--- config.mk ---
export PLATFORM = sky130hd
export DESIGN_NAME = sns_disable_gen
export DESIGN_NICKNAME = d
export VERILOG_FILES = /design/src/rtl/sns_disable_gen.sv
export SDC_FILE = /design/constraint.sdc
export NUM_CORES = 1
export LEC_CHECK = 0
export ABC_AREA = 1
export CELL_PAD_IN_SITES_DETAIL_PLACEMENT = 0
export CELL_PAD_IN_SITES_GLOBAL_PLACEMENT = 2
export CORE_ASPECT_RATIO = 0.6
export CORE_MARGIN = 5
export CORE_UTILIZATION = 38
export CTS_BUF_LIST = sky130_fd_sc_hd__clkbuf_2
export DETAILED_ROUTE_END_ITERATION = 10
export HOLD_SLACK_MARGIN = 0.08
export PLACE_DENSITY = 0.95
export SETUP_SLACK_MARGIN = 0.2
export SLEW_MARGIN = 20
export SYNTH_ARGS = -nofsm -noshare
export SYNTH_HDL_FRONTEND = slang
export SYNTH_SLANG_ARGS = --single-unit
--- constraint.sdc ---
create_clock -name clk -period 3 [get_ports clk]
set_input_delay 0.6 -clock clk [delete_from_list [all_inputs] [get_ports clk]]
set_output_delay 0.6 -clock clk [all_outputs]
set_load 0.02 [all_outputs]
--- src/rtl/sns_disable_gen.sv ---
// ----------------------------------------------------------------------------
// sns_disable_gen
//
// Sensor-side producer of the 2-bit sensor-disable request for the drive-train
// pause handler. Each of the two raw bumper/obstacle inputs (bit0 = left,
// bit1 = right) is synchronised, debounced and turned into a single one-cycle
// request pulse. The handler's pause level is taken as the acknowledge: a
// channel will not fire again until pause has ended and its sensor has stayed
// released long enough to re-arm. A pulse that is never acknowledged sets the
// sticky ack_err flag.
//
// Ports:
//   clk          system clock
//   rst_n        asynchronous active-low reset
//   sns_raw[1:0] raw asynchronous sensor inputs, active high
//   pause        pause level from the disable handler (acknowledge)
//   sns_disable  registered one-cycle request pulse per channel
//   busy         registered, channel not idle
//   ack_err      sticky: a pulse was not acknowledged within ACK_TIMEOUT
//   trip_cnt     {right,left} saturating 8-bit trip counters
//                (only present when TRIP_COUNT_EN is defined)
//
// Optional feature macro: TRIP_COUNT_EN
// ----------------------------------------------------------------------------
module sns_disable_gen #(
    parameter int DEBOUNCE    = 16,
    parameter int REARM       = 16,
    parameter int ACK_TIMEOUT = 8,
    parameter int CNT_W       = 8
) (
    input  logic        clk,
    input  logic        rst_n,
    input  logic [1:0]  sns_raw,
    input  logic        pause,
    output logic [1:0]  sns_disable,
    output logic [1:0]  busy,
    output logic        ack_err
`ifdef TRIP_COUNT_EN
    ,
    output logic [15:0] trip_cnt
`endif
);

    typedef enum logic [2:0] {
        S_IDLE,
        S_QUAL,
        S_FIRE,
        S_WAIT_ACK,
        S_HOLD,
        S_REARM
    } state_t;

    localparam logic [CNT_W-1:0] DEB_LAST   = CNT_W'(DEBOUNCE);
    localparam logic [CNT_W-1:0] ACK_LAST   = CNT_W'(ACK_TIMEOUT - 1);
    localparam logic [CNT_W-1:0] REARM_LAST = CNT_W'(REARM - 1);
    localparam logic [CNT_W-1:0] CNT_ONE    = CNT_W'(1);

    logic [1:0] timeout;
`ifdef TRIP_COUNT_EN
    logic [1:0] fire;
`endif

    for (genvar g = 0; g < 2; g++) begin : g_ch
        logic             sync_p0_q, sync_p1_q;
        logic             s;
        state_t           state_q, state_d;
        logic [CNT_W-1:0] cnt_q, cnt_d;
        logic             timeout_d;
        logic             dis_q, busy_q;

        // Stage p0/p1: two-flop synchroniser on the raw pin
        always_ff @(posedge clk or negedge rst_n) begin
            if (!rst_n) begin
                sync_p0_q <= 1'b0;
                sync_p1_q <= 1'b0;
            end else begin
                sync_p0_q <= sns_raw[g];
                sync_p1_q <= sync_p0_q;
            end
        end

        assign s = sync_p1_q;

        // Channel FSM: next state and counter
        always_comb begin
            state_d   = state_q;
            cnt_d     = cnt_q;
            timeout_d = 1'b0;
            case (state_q)
                S_IDLE: begin
                    cnt_d = '0;
                    if (s) begin
                        state_d = S_QUAL;
                        cnt_d   = CNT_ONE;
                    end
                end
                S_QUAL: begin
                    if (!s) begin
                        state_d = S_IDLE;
                        cnt_d   = '0;
                    end else if (cnt_q == DEB_LAST) begin
                        state_d = S_FIRE;
                    end else begin
                        cnt_d = cnt_q + CNT_ONE;
                    end
                end
                S_FIRE: begin
                    state_d = S_WAIT_ACK;
                    cnt_d   = '0;
                end
                S_WAIT_ACK: begin
                    if (pause) begin
                        state_d = S_HOLD;
                    end else if (cnt_q == ACK_LAST) begin
                        timeout_d = 1'b1;
                        state_d   = S_REARM;
                        cnt_d     = '0;
                    end else begin
                        cnt_d = cnt_q + CNT_ONE;
                    end
                end
                S_HOLD: begin
                    if (!pause) begin
                        state_d = S_REARM;
                        cnt_d   = '0;
                    end
                end
                S_REARM: begin
                    // Any sensor activity restarts the release window.
                    if (s) begin
                        cnt_d = '0;
                    end else if (cnt_q == REARM_LAST) begin
                        state_d = S_IDLE;
                        cnt_d   = '0;
                    end else begin
                        cnt_d = cnt_q + CNT_ONE;
                    end
                end
                default: begin
                    state_d = S_IDLE;
                    cnt_d   = '0;
                end
            endcase
        end

        // Stage p2: state register; outputs registered from the next state
        always_ff @(posedge clk or negedge rst_n) begin
            if (!rst_n) begin
                state_q <= S_IDLE;
                cnt_q   <= '0;
                dis_q   <= 1'b0;
                busy_q  <= 1'b0;
            end else begin
                state_q <= state_d;
                cnt_q   <= cnt_d;
                dis_q   <= (state_d == S_FIRE);
                busy_q  <= (state_d != S_IDLE);
            end
        end

        assign sns_disable[g] = dis_q;
        assign busy[g]        = busy_q;
        assign timeout[g]     = timeout_d;
`ifdef TRIP_COUNT_EN
        assign fire[g]        = (state_d == S_FIRE);
`endif
    end

    logic ack_err_q;

    always_ff @(posedge clk or negedge rst_n) begin
        if (!rst_n) begin
            ack_err_q <= 1'b0;
        end else if (|timeout) begin
            ack_err_q <= 1'b1;
        end
    end

    assign ack_err = ack_err_q;

`ifdef TRIP_COUNT_EN
    function automatic logic [7:0] sat_inc8(input logic [7:0] v);
        return (v == 8'hFF) ? v : v + 8'd1;
    endfunction

    logic [1:0][7:0] trip_q;

    // Counters advance on the same edge the pulse is registered.
    always_ff @(posedge clk or negedge rst_n) begin
        if (!rst_n) begin
            trip_q <= '0;
        end else begin
            for (int i = 0; i < 2; i++) begin
                if (fire[i]) trip_q[i] <= sat_inc8(trip_q[i]);
            end
        end
    end

    assign trip_cnt = {trip_q[1], trip_q[0]};
`endif

endmodule

==> flow_metrics.py <==
metrics = {
    "run_status": {
        "status": "finished clean",
    },
    "floorplan": {
        "start_util_pct": 40.4,
        "core_area_sq_um": 4710,
        "die_area_sq_um": 6560,
        "pin_count": 10,
        "dieHeight_um": 64.8,
        "rows": 19,
        "die_x_um": 101,
    },
    "critical_path": {
        "cp_num_buf_inv": 1,
        "cp_slowest_cell": "clkdlybuf4s50_1",
        "critPathMaxStageDelay_ns": 0.61,
        "worstRegToRegCells": 12,
        "critPathMaxFanout": 2,
        "crit_path_start_kind": "flop",
        "crit_type": "flop to primary output",
        "critPathTopFamily": "buffers and inverters",
        "r2r_start": "g_ch[1].cnt_q[0]$_DFFE_PN0P_",
        "cp.arrival_ns": 1.37,
        "timing.rr.end": "g_ch[1].cnt_q[4]$_DFFE_PN0P_",
        "end_kind": "primary output",
        "crit_chain": "clkdlybuf4s50_1",
        "required_ns": 2.40,
        "r2r_setup_slack_ns": 1.27,
    },
    "timing": {
        "skew_ns": 0.0257,
        "fin_ws_ns": 1.03,
        "slew_headroom_pct": 69.8,
        "report.final.setup_viol": 0,
        "timing.final.crit_period_ns": 1.97,
        "grt_setup_unrepaired": "no",
        "fmax_ghz": 0.509,
        "finalHoldViolCount": 0,
        "setup_tns_ns": 0,
        "hold_ws_ns": 0.369,
        "worstMarginPinSlew_ns": 0.451,
        "maxSlewViolCount": 0,
        "fin_crit_sh_pct": 65.5,
    },
    "clocking": {
        "clk_pin_slew_worst_paths_ns": 0.18,
        "root_buffer": "clkbuf_2",
        "cts_tree": "yes",
        "holdBufCountCts": 0,
        "h-tree-depth": 2,
        "cts-root-to-sink-buffers": 2,
        "clkLatencyLatePin_ns": 0.36,
        "cts_sinks": 31,
        "cts_buffers": 5,
        "cts_setup_buffers": 0,
        "cts-resized-gates": 0,
    },
    "yosys": {
        "yosysWarnings": 0,
        "netlist_area_sq_um": 1900,
        "synth_edf_count": 0,
        "synth_flop_cell": "dfrtp_1",
        "syn-num-nets": 278,
        "synth-seq-cells": 31,
        "synth_cell_types": 29,
        "synth_area_per_cell_sq_um": 7.07,
        "synth_cells": 269,
        "yosysSeqAreaShare_pct": 40.8,
        "async_flop_share_pct": 100,
    },
    "drt": {
        "wl_per_cell_um": 12.7,
        "vias": 1642,
        "vias_per_cell": 4.76,
        "drc": 0,
        "routed_wl_um": 4370,
        "drt-initial-drc-count": 128,
        "first_pass_iters": 4,
        "ant_nets": 0,
    },
    "placed_design": {
        "dp_hpwl_um": 3370,
        "pre_cts_slack_ns": 1.08,
        "port_buffers": 9,
        "place_congestion": 0.866,
    },
    "min_path": {
        "hold_path_class": "flop to flop",
        "hold_depth": 0,
        "hold_path_end": "g_ch[1].s$_DFF_PN0_",
        "hp-start": "g_ch[1].sync_p0_q$_DFF_PN0_",
    },
    "final_layout": {
        "n_antenna_cell": 0,
        "layout-drive-gt1-share_pct": 8.51,
        "area_delta_synth_final_pct": 9.08,
        "fin_nets": 290,
        "final_util_pct": 44.0,
    },
    "global_routing": {
        "grt_max_degree": 32,
        "grt_pass1_vias": 1539,
        "antenna_found_initial": 0,
        "gr-total-overflow": 0,
        "grt_usage_pct": 15.4,
        "grt_pass1_wl_um": 7800,
    },
    "pwr": {
        "p_leak_uw": 0.00110,
        "pwr_density_cell_nw_per_um2": 563,
        "vdd_drop_max_v": 0.000174,
    },
    "job": {
        "cap_violations": 0,
    },
}
[cell type report]
cell class,count,area [sq um]
fill,496,2630
timing repair buffer,10,97.6
clock buffer,6,30.0
inverter,50,190
sequential,31,776
tap,63,78.8
multi-input combinational,183,893
clock inverter,2,7.51
[kinds of logic after synthesis]
| logic type | after synthesis | synth area share [%] |
|---|---|---|
| flip-flops | 31 | 40.8 |
| XOR/XNOR | 1 | 0.461 |
| adder cells (fa/ha/maj) | 4 | 2.63 |
| AO/OA/AOI/OAI | 24 | 6.85 |
| buffers and inverters | 55 | 12.2 |
| AND/OR/NAND/NOR | 154 | 37.1 |
[power by group]
part           leakage (uW)  switching [uW]  internal [uW]
clock             0.0000281             147           56.3
sequential         0.000411            61.6            481
combinational      0.000665             277            144
total               0.00110             485            682
[cell usage after synthesis (all sizes together), types with 2 or more instances]
| library cell | n | area share (%) |
|---|---|---|
| nor2 | 38 | 8.3 |
| buf | 5 | 2.2 |
| dfrtp | 31 | 41 |
| clkinv | 2 | 0.40 |
| nand3 | 33 | 9.5 |
| nand2 | 67 | 14 |
| a21oi | 8 | 2.1 |
| inv | 48 | 9.6 |
| nand4 | 7 | 2.3 |
| ha | 4 | 2.6 |
| o21ai | 11 | 2.9 |
| nor3 | 8 | 2.4 |
[cell usage in the layout, fill, tap and decap left out, types with 5 or more instances in the layout]
master,count
nand2_1,61
inv_1,46
nor2_1,34
dfrtp_1,31
nand3_1,30
clkdlybuf4s50_1,9
a21oi_1,8
o21ai_0,8
nor3_1,7
nand4_1,7
clkbuf_2,6
nand2_2,5
[per-stage QoR]
step / total power (uW) / cells / cell area (sq um)
floorplan: 853 / 269 / 1900
global placement: 970 / 337 / 2040
detailed placement: 971 / 337 / 2040
CTS: 1180 / 345 / 2070
global route: 1280 / 345 / 2070
finish: 1170 / 345 / 2070
[routing by layer]
layer | part of all wire (%) | global-route usage (%) | vias up
met5 | 0 | 0 | -
met2 | 31 | 16.7 | 43
met3 | 6.7 | 5.25 | 4
met1 | 61 | 26.6 | 726
met4 | 0.66 | 3.48 | 0
li1 | - | - | 869
[state kept, by name, indices dropped and copies added, names as in the netlist]
| signal | count |
|---|---|
| g_ch.busy_q | 2 |
| g_ch.cnt_q | 16 |
| g_ch.sync_p0_q | 2 |
| g_ch.s | 2 |
| g_ch.state_q | 6 |
| ack_err | 1 |
| g_ch.dis_q | 2 |
[worst max path at each step]
stage | cells after the start | endpoint | from
4_1_cts | 1 | ack_err | ack_err$_DFFE_PN0P_
6_report | 1 | ack_err | ack_err$_DFFE_PN0P_
3_3_place_gp | 7 | g_ch[1].cnt_q[4]$_DFFE_PN0P_ | pause
5_1_grt | 1 | ack_err | ack_err$_DFFE_PN0P_
3_5_place_dp | 6 | g_ch[1].cnt_q[1]$_DFFE_PN0P_ | pause
2_1_floorplan | 13 | g_ch[1].cnt_q[3]$_DFFE_PN0P_ | g_ch[1].cnt_q[0]$_DFFE_PN0P_
No activity file was read; power rests on OpenSTA's default activity.
